`config.mk`:
```
export PLATFORM = sky130hd
export DESIGN_NAME = gcd_sub_engine_flat
export DESIGN_NICKNAME = d
export VERILOG_FILES = /design/src/rtl/gcd_sub_engine_if.sv /design/src/rtl/gcd_sub_engine.sv /design/src/flat_wrapper.sv
export SDC_FILE = /design/constraint.sdc
export NUM_CORES = 1
export LEC_CHECK = 0
export ABC_AREA = 0
export ABC_CLOCK_PERIOD_IN_PS = 2050
export CAP_MARGIN = 40
export CORE_MARGIN = 2
export CORE_UTILIZATION = 33
export CTS_CLUSTER_SIZE = 28
export DETAILED_ROUTE_END_ITERATION = 10
export GPL_ROUTABILITY_DRIVEN = 0
export GPL_TIMING_DRIVEN = 0
export HOLD_SLACK_MARGIN = 0.1
export SLEW_MARGIN = 20
export SYNTH_ARGS = -nofsm -noshare
export SYNTH_HDL_FRONTEND = slang
export SYNTH_SLANG_ARGS = --single-unit
```
`constraint.sdc`:
```
create_clock -name clk -period 2.05 [get_ports clk]
set_clock_uncertainty 0.15 [all_clocks]
set_input_delay 0.3075 -clock clk [delete_from_list [all_inputs] [get_ports clk]]
set_output_delay 0.3075 -clock clk [all_outputs]
set_load 0.1 [all_outputs]
```
`src/rtl/gcd_sub_engine_if.sv`:
```
// Handshake and result bundle for the subtractive GCD engine.
// The master drives the request; the slave (the engine) returns status and results.
interface gcd_sub_engine_if #(
  parameter int WIDTH = 4
);
  logic             start;
  logic [WIDTH-1:0] a;
  logic [WIDTH-1:0] b;
  logic             busy;
  logic             done;
  logic [WIDTH-1:0] result;
  logic [WIDTH-1:0] iters;
  logic             err;

  modport master (
    output start, a, b,
    input  busy, done, result, iters, err
  );

  modport slave (
    input  start, a, b,
    output busy, done, result, iters, err
  );
endinterface

```
`src/rtl/gcd_sub_engine.sv`:
```
// Subtractive GCD engine: repeatedly subtracts the smaller operand from the larger
// until one is zero or both match, then presents the result for one DONE cycle.
module gcd_sub_engine #(
  parameter int WIDTH = 4
) (
  input  logic              clk,
  input  logic              rst_n,
  gcd_sub_engine_if.slave   bus
);

  typedef enum logic [1:0] {
    S_IDLE = 2'd0,
    S_CALC = 2'd1,
    S_DONE = 2'd2
  } state_t;

  state_t           r_state;
  state_t           w_next;

  logic [WIDTH-1:0] r_x;
  logic [WIDTH-1:0] r_y;
  logic [WIDTH-1:0] r_cnt;
  logic [WIDTH-1:0] r_result;
  logic [WIDTH-1:0] r_iters;
  logic             r_err;
  logic             r_done;

  logic             w_busy;
  logic             w_accept;
  logic             w_finish;
  logic [WIDTH-1:0] w_fin_val;
  logic             w_fin_err;

  // Smaller value always comes off the larger one, so the difference never borrows.
  function automatic logic [WIDTH-1:0] f_diff(input logic [WIDTH-1:0] hi,
                                              input logic [WIDTH-1:0] lo);
    return hi - lo;
  endfunction

  always_comb begin
    w_finish  = (r_x == '0) || (r_y == '0) || (r_x == r_y);
    w_fin_val = (r_x == '0) ? r_y : r_x;
    w_fin_err = (r_x == '0) && (r_y == '0);
  end

  always_ff @(posedge clk or negedge rst_n) begin
    if (!rst_n) r_state <= S_IDLE;
    else        r_state <= w_next;
  end

  always_comb begin
    w_next = r_state;
    case (r_state)
      S_IDLE:  if (bus.start) w_next = S_CALC;
      S_CALC:  if (w_finish)  w_next = S_DONE;
      S_DONE:  w_next = S_IDLE;
      default: w_next = S_IDLE;
    endcase
  end

  always_comb begin
    w_busy   = (r_state != S_IDLE);
    w_accept = (r_state == S_IDLE) && bus.start;
  end

  always_ff @(posedge clk or negedge rst_n) begin
    if (!rst_n) begin
      r_x      <= '0;
      r_y      <= '0;
      r_cnt    <= '0;
      r_result <= '0;
      r_iters  <= '0;
      r_err    <= 1'b0;
      r_done   <= 1'b0;
    end else begin
      r_done <= (r_state == S_CALC) && w_finish;
      if (w_accept) begin
        r_x   <= bus.a;
        r_y   <= bus.b;
        r_cnt <= '0;
        r_err <= 1'b0;
      end else if (r_state == S_CALC) begin
        if (w_finish) begin
          r_result <= w_fin_val;
          r_iters  <= r_cnt;
          r_err    <= w_fin_err;
        end else if (r_x > r_y) begin
          r_x   <= f_diff(r_x, r_y);
          r_cnt <= r_cnt + WIDTH'(1);
        end else begin
          r_y   <= f_diff(r_y, r_x);
          r_cnt <= r_cnt + WIDTH'(1);
        end
      end
    end
  end

  assign bus.busy   = w_busy;
  assign bus.done   = r_done;
  assign bus.result = r_result;
  assign bus.iters  = r_iters;
  assign bus.err    = r_err;

endmodule

```
`src/flat_wrapper.sv`:
```
// flat-port wrapper written by rule: the top's interface ports become plain ports
module gcd_sub_engine_flat 
#(
  parameter int WIDTH = 4
)
  (clk, rst_n, bus_start, bus_a, bus_b, bus_busy, bus_done, bus_result, bus_iters, bus_err);
  gcd_sub_engine_if #(.WIDTH(WIDTH)) bus_i ();
  input  logic clk;
  input  logic rst_n;
  input wire logic [$bits(bus_i.start)-1:0] bus_start;
  input wire logic [$bits(bus_i.a)-1:0] bus_a;
  input wire logic [$bits(bus_i.b)-1:0] bus_b;
  output wire logic [$bits(bus_i.busy)-1:0] bus_busy;
  output wire logic [$bits(bus_i.done)-1:0] bus_done;
  output wire logic [$bits(bus_i.result)-1:0] bus_result;
  output wire logic [$bits(bus_i.iters)-1:0] bus_iters;
  output wire logic [$bits(bus_i.err)-1:0] bus_err;
  assign bus_i.start = bus_start;
  assign bus_i.a = bus_a;
  assign bus_i.b = bus_b;
  assign bus_busy = bus_i.busy;
  assign bus_done = bus_i.done;
  assign bus_result = bus_i.result;
  assign bus_iters = bus_i.iters;
  assign bus_err = bus_i.err;
  gcd_sub_engine #(.WIDTH(WIDTH)) u_core (.clk(clk), .rst_n(rst_n), .bus(bus_i));
endmodule
```
==> key figures, run 1 <==
Outcome
  • Result of the run: finished with violations
  • Failing checks: negative setup slack

Global routing
  • Largest net degree at the start of global routing: 16
  • GRT Residual Overflow: 0
  • Number of global-route vias before repair: approximately 1200
  • Gr usage total: between 15 and 20%
  • Antenna violations before repair: 0
  • First-pass GRT wire length: between 5 and 6 mm

CTS
  • CTS buffer count: 3
  • Clock tree sinks: 24
  • H-tree depth: 1
  • Clk_lat worst skew: 0.26 ns
  • CTS tree: done
  • Root Buffer: clkbuf_8
  • Maximum clock insertion buffer count: 2
  • Worst-path clk slew: ~0.080 ns
  • Hold Buf Count CTS: 0

Worst setup path
  • CP delay by family, top: adder cells
  • Worst Path Required: 2.05 ns
  • Crit path kind: flip-flop to flip-flop
  • Crit-path max FO: 4
  • Critical Path Source Type: flip-flop
  • Worst path slowest cell: dfrtp_2
  • Slowest stage delay, CP: ~0.45 ns
  • CP most frequent cell: inv_2
  • Critical path arrival: 2.21 ns
  • Buf/Inv on CP: 2
  • Worst Setup End Kind: flip-flop
  • CP Cell Sequence: inv_2, ha_4, inv_2, fa_2, a21o_1, a21oi_4, nor2_8, mux2i_1, mux2_4

Placed design
  • Area after DPL: 1850 sq um
  • HPWL Detailed: 2.39 mm
  • Pre-CTS WS: -0.347 ns
  • Placed cells: 211
  • PortBufs: 21

Finish
  • Fin util: between 50 and 60%
  • Layout cells sized above 1: a little over two fifths
  • Post-route cell area: 2240 sq um
  • Final std cells w/o fill: about 240
  • # fillers: 342
  • Final nets: 215
  • P&R area growth vs syn: 64.9%
  • Diode count: 0

Yosys
  • Synthesized Nets: approximately 150
  • Post-synth EDFFs: 0
  • Post-synth top area cell: dfrtp_1
  • Avg Synthesized Cell Area: 10.6 sq um
  • Mapped cell area: 1360 sq um
  • Yosys reg bits: 24
  • Main synth FF type: dfrtp_1
  • Post-synth top cells: 24 x dfrtp_1, 15 x a21oi_1, 13 x nor2_1
  • Mapped Cells: 128
  • Top post-synthesis cells by area: dfrtp_1 44%, ha_1 7.4%, a21oi_1 5.5%
  • Register area share after synthesis: 44.2%
  • Synth Warn #: 0
  • Synth cell types: 34
  • Most common cell in the netlist: dfrtp_1
  • Post-synthesis async set-or-reset flop share: 100%
  • Synth top area share: approximately 44%

STA
  • Finish-stage setup viols: 12
  • Worst slew margin: 65.6%
  • Worst slew pin tran: 0.515 ns
  • Fin. Hold Viols: 0
  • Max Freq: roughly 450 MHz
  • Final min period: 2.21 ns
  • Unrepaired setup endpoints after global routing: yes
  • Crit share post-route: 108%
  • Slew Limit Fails: 0
  • Setup ws final: -0.161 ns

Drt
  • Starting DRT DRC Count: 32
  • Vias per cell: 4.89
  • Routed WL: 3.46 mm
  • Drt wl/cell: 14.3 um
  • 1st-pass router iterations: 6
  • Drc violations: 0
  • Antenna viol nets, final: 0
  • DR vias: between 1000 and 1500

Job
  • Max Cap Viol: 0

Floorplanning
  • Die Y: 68.2 um
  • Die area: ~4600 sq um
  • Core area: 3970 sq um
  • Initial Util: 34.2%
  • Die X: 68.2 um
  • Rows: 23
  • IO Pins: 22

Min path
  • Min-delay worst type: input pin to asynchronous set/reset pin
[state kept, by name (all words and copies together) (netlist names)]
register           cells
u_core.r_cnt           4
u_core.r_x             4
u_core.bus.iters       4
u_core.bus.result      4
u_core.bus.err         1
u_core.r_state         2
u_core.bus.done        1
u_core.r_y             4
[logic make-up after synthesis]
kind of cell / Yosys count / synth area share [%]
AND/OR/NAND/NOR: 39 / 18.5
AO/OA/AOI/OAI: 28 / 12.2
flip-flops: 24 / 44.2
buffers and inverters: 13 / 4.14
adder cells (fa/ha/maj): 10 / 10.3
multiplexers: 8 / 6.72
XOR/XNOR: 6 / 3.87
[worst reg2reg max path, stage by stage (launching register included)]
cell and delay [ns]:
dfrtp_2 0.45, inv_2 0.09, ha_4 0.13, inv_2 0.03, fa_2 0.34, a21o_1 0.19, a21oi_4 0.24, nor2_8 0.08
mux2i_1 0.13, mux2_4 0.26
[worst paths after layout]
kind	start	end	slack (ns)	depth (start not counted)
max	u_core.r_x[0]$_DFFE_PN0P_	u_core.r_x[0]$_DFFE_PN0P_	-0.16	9
max reg2reg	u_core.r_x[0]$_DFFE_PN0P_	u_core.r_x[0]$_DFFE_PN0P_	-0.16	9
max in group asynchronous	rst_n	u_core.r_x[2]$_DFFE_PN0P_	1.01	2
min reg2reg	u_core.bus.iters[0]$_DFFE_PN0P_	u_core.bus.iters[0]$_DFFE_PN0P_	0.34	1
min in group clk	u_core.bus.iters[0]$_DFFE_PN0P_	u_core.bus.iters[0]$_DFFE_PN0P_	0.34	1
min	rst_n	u_core.bus.iters[0]$_DFFE_PN0P_	0.23	1
[timing repair]
action	CTS	global route
setup buffers	23	7
pin swaps	9	10
setup endpoints to repair	20	17
resized for setup	24	9
[layout make-up]
class,instances,area (sq um),share of cell area (%)
multi-input combinational,91,847,37.8
timing repair buffer,63,634,28.3
sequential,24,606,27.0
tap,50,62.6,2.79
clock buffer,3,41.3,1.84
inverter,9,33.8,1.51
buffer,2,16.3,0.726
[per-layer routing]
metal,part of all wire (%),GRT usage [%],up-vias
met2,55,32.2,28
met5,0,0,-
met1,40,18.6,574
li1,-,-,574
met3,3.4,2.80,8
met4,1.8,4.00,0
[stage by stage]
step	hold WS, ns	setup TNS (ns)
global placement	0.316	-3.29
floorplan	-0.138	-0.519
CTS	0.257	-0.869
global route	0.279	-2.00
finish	0.234	-1.18
detailed placement	0.326	-3.88
[cell usage in the layout (no fill, tap or decap), drive strengths merged]
master,instances
dfrtp,24
clkdlybuf4s50,21
buf,43
mux2,6
o21ai,4
o211ai,1
or4,1
fa,2
nor3,2
nor2,15
nand3b,2
a21o,1
nor4,3
xnor2,2
o311ai,1
a21oi,17
o21a,1
a211oi,3
and2,1
xor2,4
nand2,11
nor2b,1
and4,1
nand4,1
mux2i,2
ha,8
nand2b,1
clkbuf,4
inv,9
Power of run 1 is not shown: default switching activity piles up to over one toggle a cycle in this logic, so the estimate is an artifact.
==> run 2, diff against run 1 <==
CORE_ASPECT_RATIO = 0.75   (was default)
==> key figures, run 2 (synthesized netlist as in run 1, its figures left out) <==
Finish
  • P&R area growth vs syn: 68.4%
  • Commonest non-fill, non-tap cells in the layout: 21 x clkdlybuf4s50_1, 21 x dfrtp_1, 19 x buf_4
  • Diode count: 0
  • # fillers: roughly 360
  • Layout cells sized above 1: around 45%
  • Final nets: 214

STA
  • Fin. Hold Viols: 0
  • Final min period: 2.30 ns
  • Unrepaired setup endpoints after global routing: yes
  • Worst slew pin tran: 0.581 ns
  • Crit share post-route: 112%
  • Slew Limit Fails: 0
  • Setup ws final: -0.253 ns
  • Finish-stage setup viols: 8
  • Worst slew margin: 61.1%
  • Max Freq: 434 MHz

Global routing
  • Antenna violations before repair: 0
  • First-pass GRT wire length: a little under 6 mm
  • Gr usage total: 16.5%
  • GRT Residual Overflow: 0
  • Number of global-route vias before repair: roughly 1200
  • Largest net degree at the start of global routing: 17

Drt
  • DR vias: 1181
  • Vias per cell: around 4.8
  • 1st-pass router iterations: 4
  • Drc violations: 0
  • Routed WL: roughly 3.7 mm
  • Antenna viol nets, final: 0
  • Drt wl/cell: 15.1 um
  • Starting DRT DRC Count: 40

Floorplanning
  • Rows: 20
  • IO Pins: 22
  • Die Y: 59.6 um
  • Die X: 78.1 um
  • Initial Util: 33.9%
  • Die area: between 4000 and 5000 sq um
  • Core area: 4000 sq um

CTS
  • H-tree depth: 1
  • Clock tree sinks: 24
  • Clk_lat worst skew: 0.26 ns
  • Maximum clock insertion buffer count: 2
  • CTS tree: done
  • Hold Buf Count CTS: 0
  • Worst-path clk slew: 0.08 ns
  • CTS buffer count: 3
  • Root Buffer: clkbuf_8

Worst setup path
  • CP most frequent cell: inv_2
  • CP Cell Sequence: inv_2, ha_4, inv_2, fa_2, a21o_1, a21oi_4, nor2_8, mux2i_2, mux2_4
  • Buf/Inv on CP: 2
  • Crit path kind: flip-flop to flip-flop
  • Critical Path Source Type: flip-flop
  • Critical path arrival: 2.30 ns
  • Worst Path Required: 2.05 ns
  • CP delay by family, top: adder cells
  • Worst Setup End Kind: flip-flop
  • Slowest stage delay, CP: 0.45 ns
  • Crit-path max FO: 4
  • Worst path slowest cell: dfrtp_1

Placed design
  • Pre-CTS WS: -0.365 ns
  • PortBufs: 21
  • HPWL Detailed: 2.30 mm

Outcome
  • Failing checks: negative setup slack
  • Result of the run: finished with violations

Min path
  • Min-delay worst type: input pin to asynchronous set/reset pin

Job
  • Max Cap Viol: 0
[run 2: cell type report]
type                    count  area [sq um]  share of cell area (%)
inverters                   9          33.8                    1.48
well taps                  55          68.8                    3.01
clock buffers               3          41.3                    1.80
multi-input cells          91           873                    38.2
plain buffers               2          15.0                   0.656
repair buffers             62           652                    28.5
flip-flops and latches     24           604                    26.4
[run 2: metal layers]
layer / vias up / track usage (%) / share of wire [%]
met1: 580 / 23.9 / 50
met4: 0 / 0.752 / 0.11
met5: - / 0 / 0
li1: 567 / - / -
met2: 32 / 27.1 / 46
met3: 2 / 3.51 / 3.5
[run 2: path summary, 6_finish.rpt]
path / from / slack (ns) / end / depth (start not counted)
worst max-delay path: u_core.r_x[0]$_DFFE_PN0P_ / -0.25 / u_core.r_x[0]$_DFFE_PN0P_ / 9
worst min-delay path: rst_n / 0.26 / u_core.r_y[1]$_DFFE_PN0P_ / 1
worst max register to register: u_core.r_x[0]$_DFFE_PN0P_ / -0.25 / u_core.r_x[0]$_DFFE_PN0P_ / 9
worst min register to register: u_core.bus.iters[3]$_DFFE_PN0P_ / 0.37 / u_core.bus.iters[3]$_DFFE_PN0P_ / 1
max in group asynchronous: rst_n / 1.01 / u_core.bus.iters[0]$_DFFE_PN0P_ / 2
min in group clk: u_core.bus.iters[3]$_DFFE_PN0P_ / 0.37 / u_core.bus.iters[3]$_DFFE_PN0P_ / 1
[run 2: repair_timing]
item	4_1_cts	5_1_grt
endpoints found under the setup margin	20	22
buffers inserted	23	5
resized for setup	23	19
pin swaps	10	8
cloned	0	1
[run 2: stage by stage]
stage	setup TNS, ns	std cells	utilization [%]	cell area (sq um)	hold WS, ns
floorplan	-0.519	128	-	1400	-0.138
global placement	-3.12	204	41.8	1670	0.319
detailed placement	-3.77	216	46.6	1870	0.329
CTS	-1.00	241	54.4	2180	0.266
global route	-1.96	246	57.2	2290	0.278
finish	-1.42	246	57.2	2290	0.262
Power of run 2 is left out for the same reason.
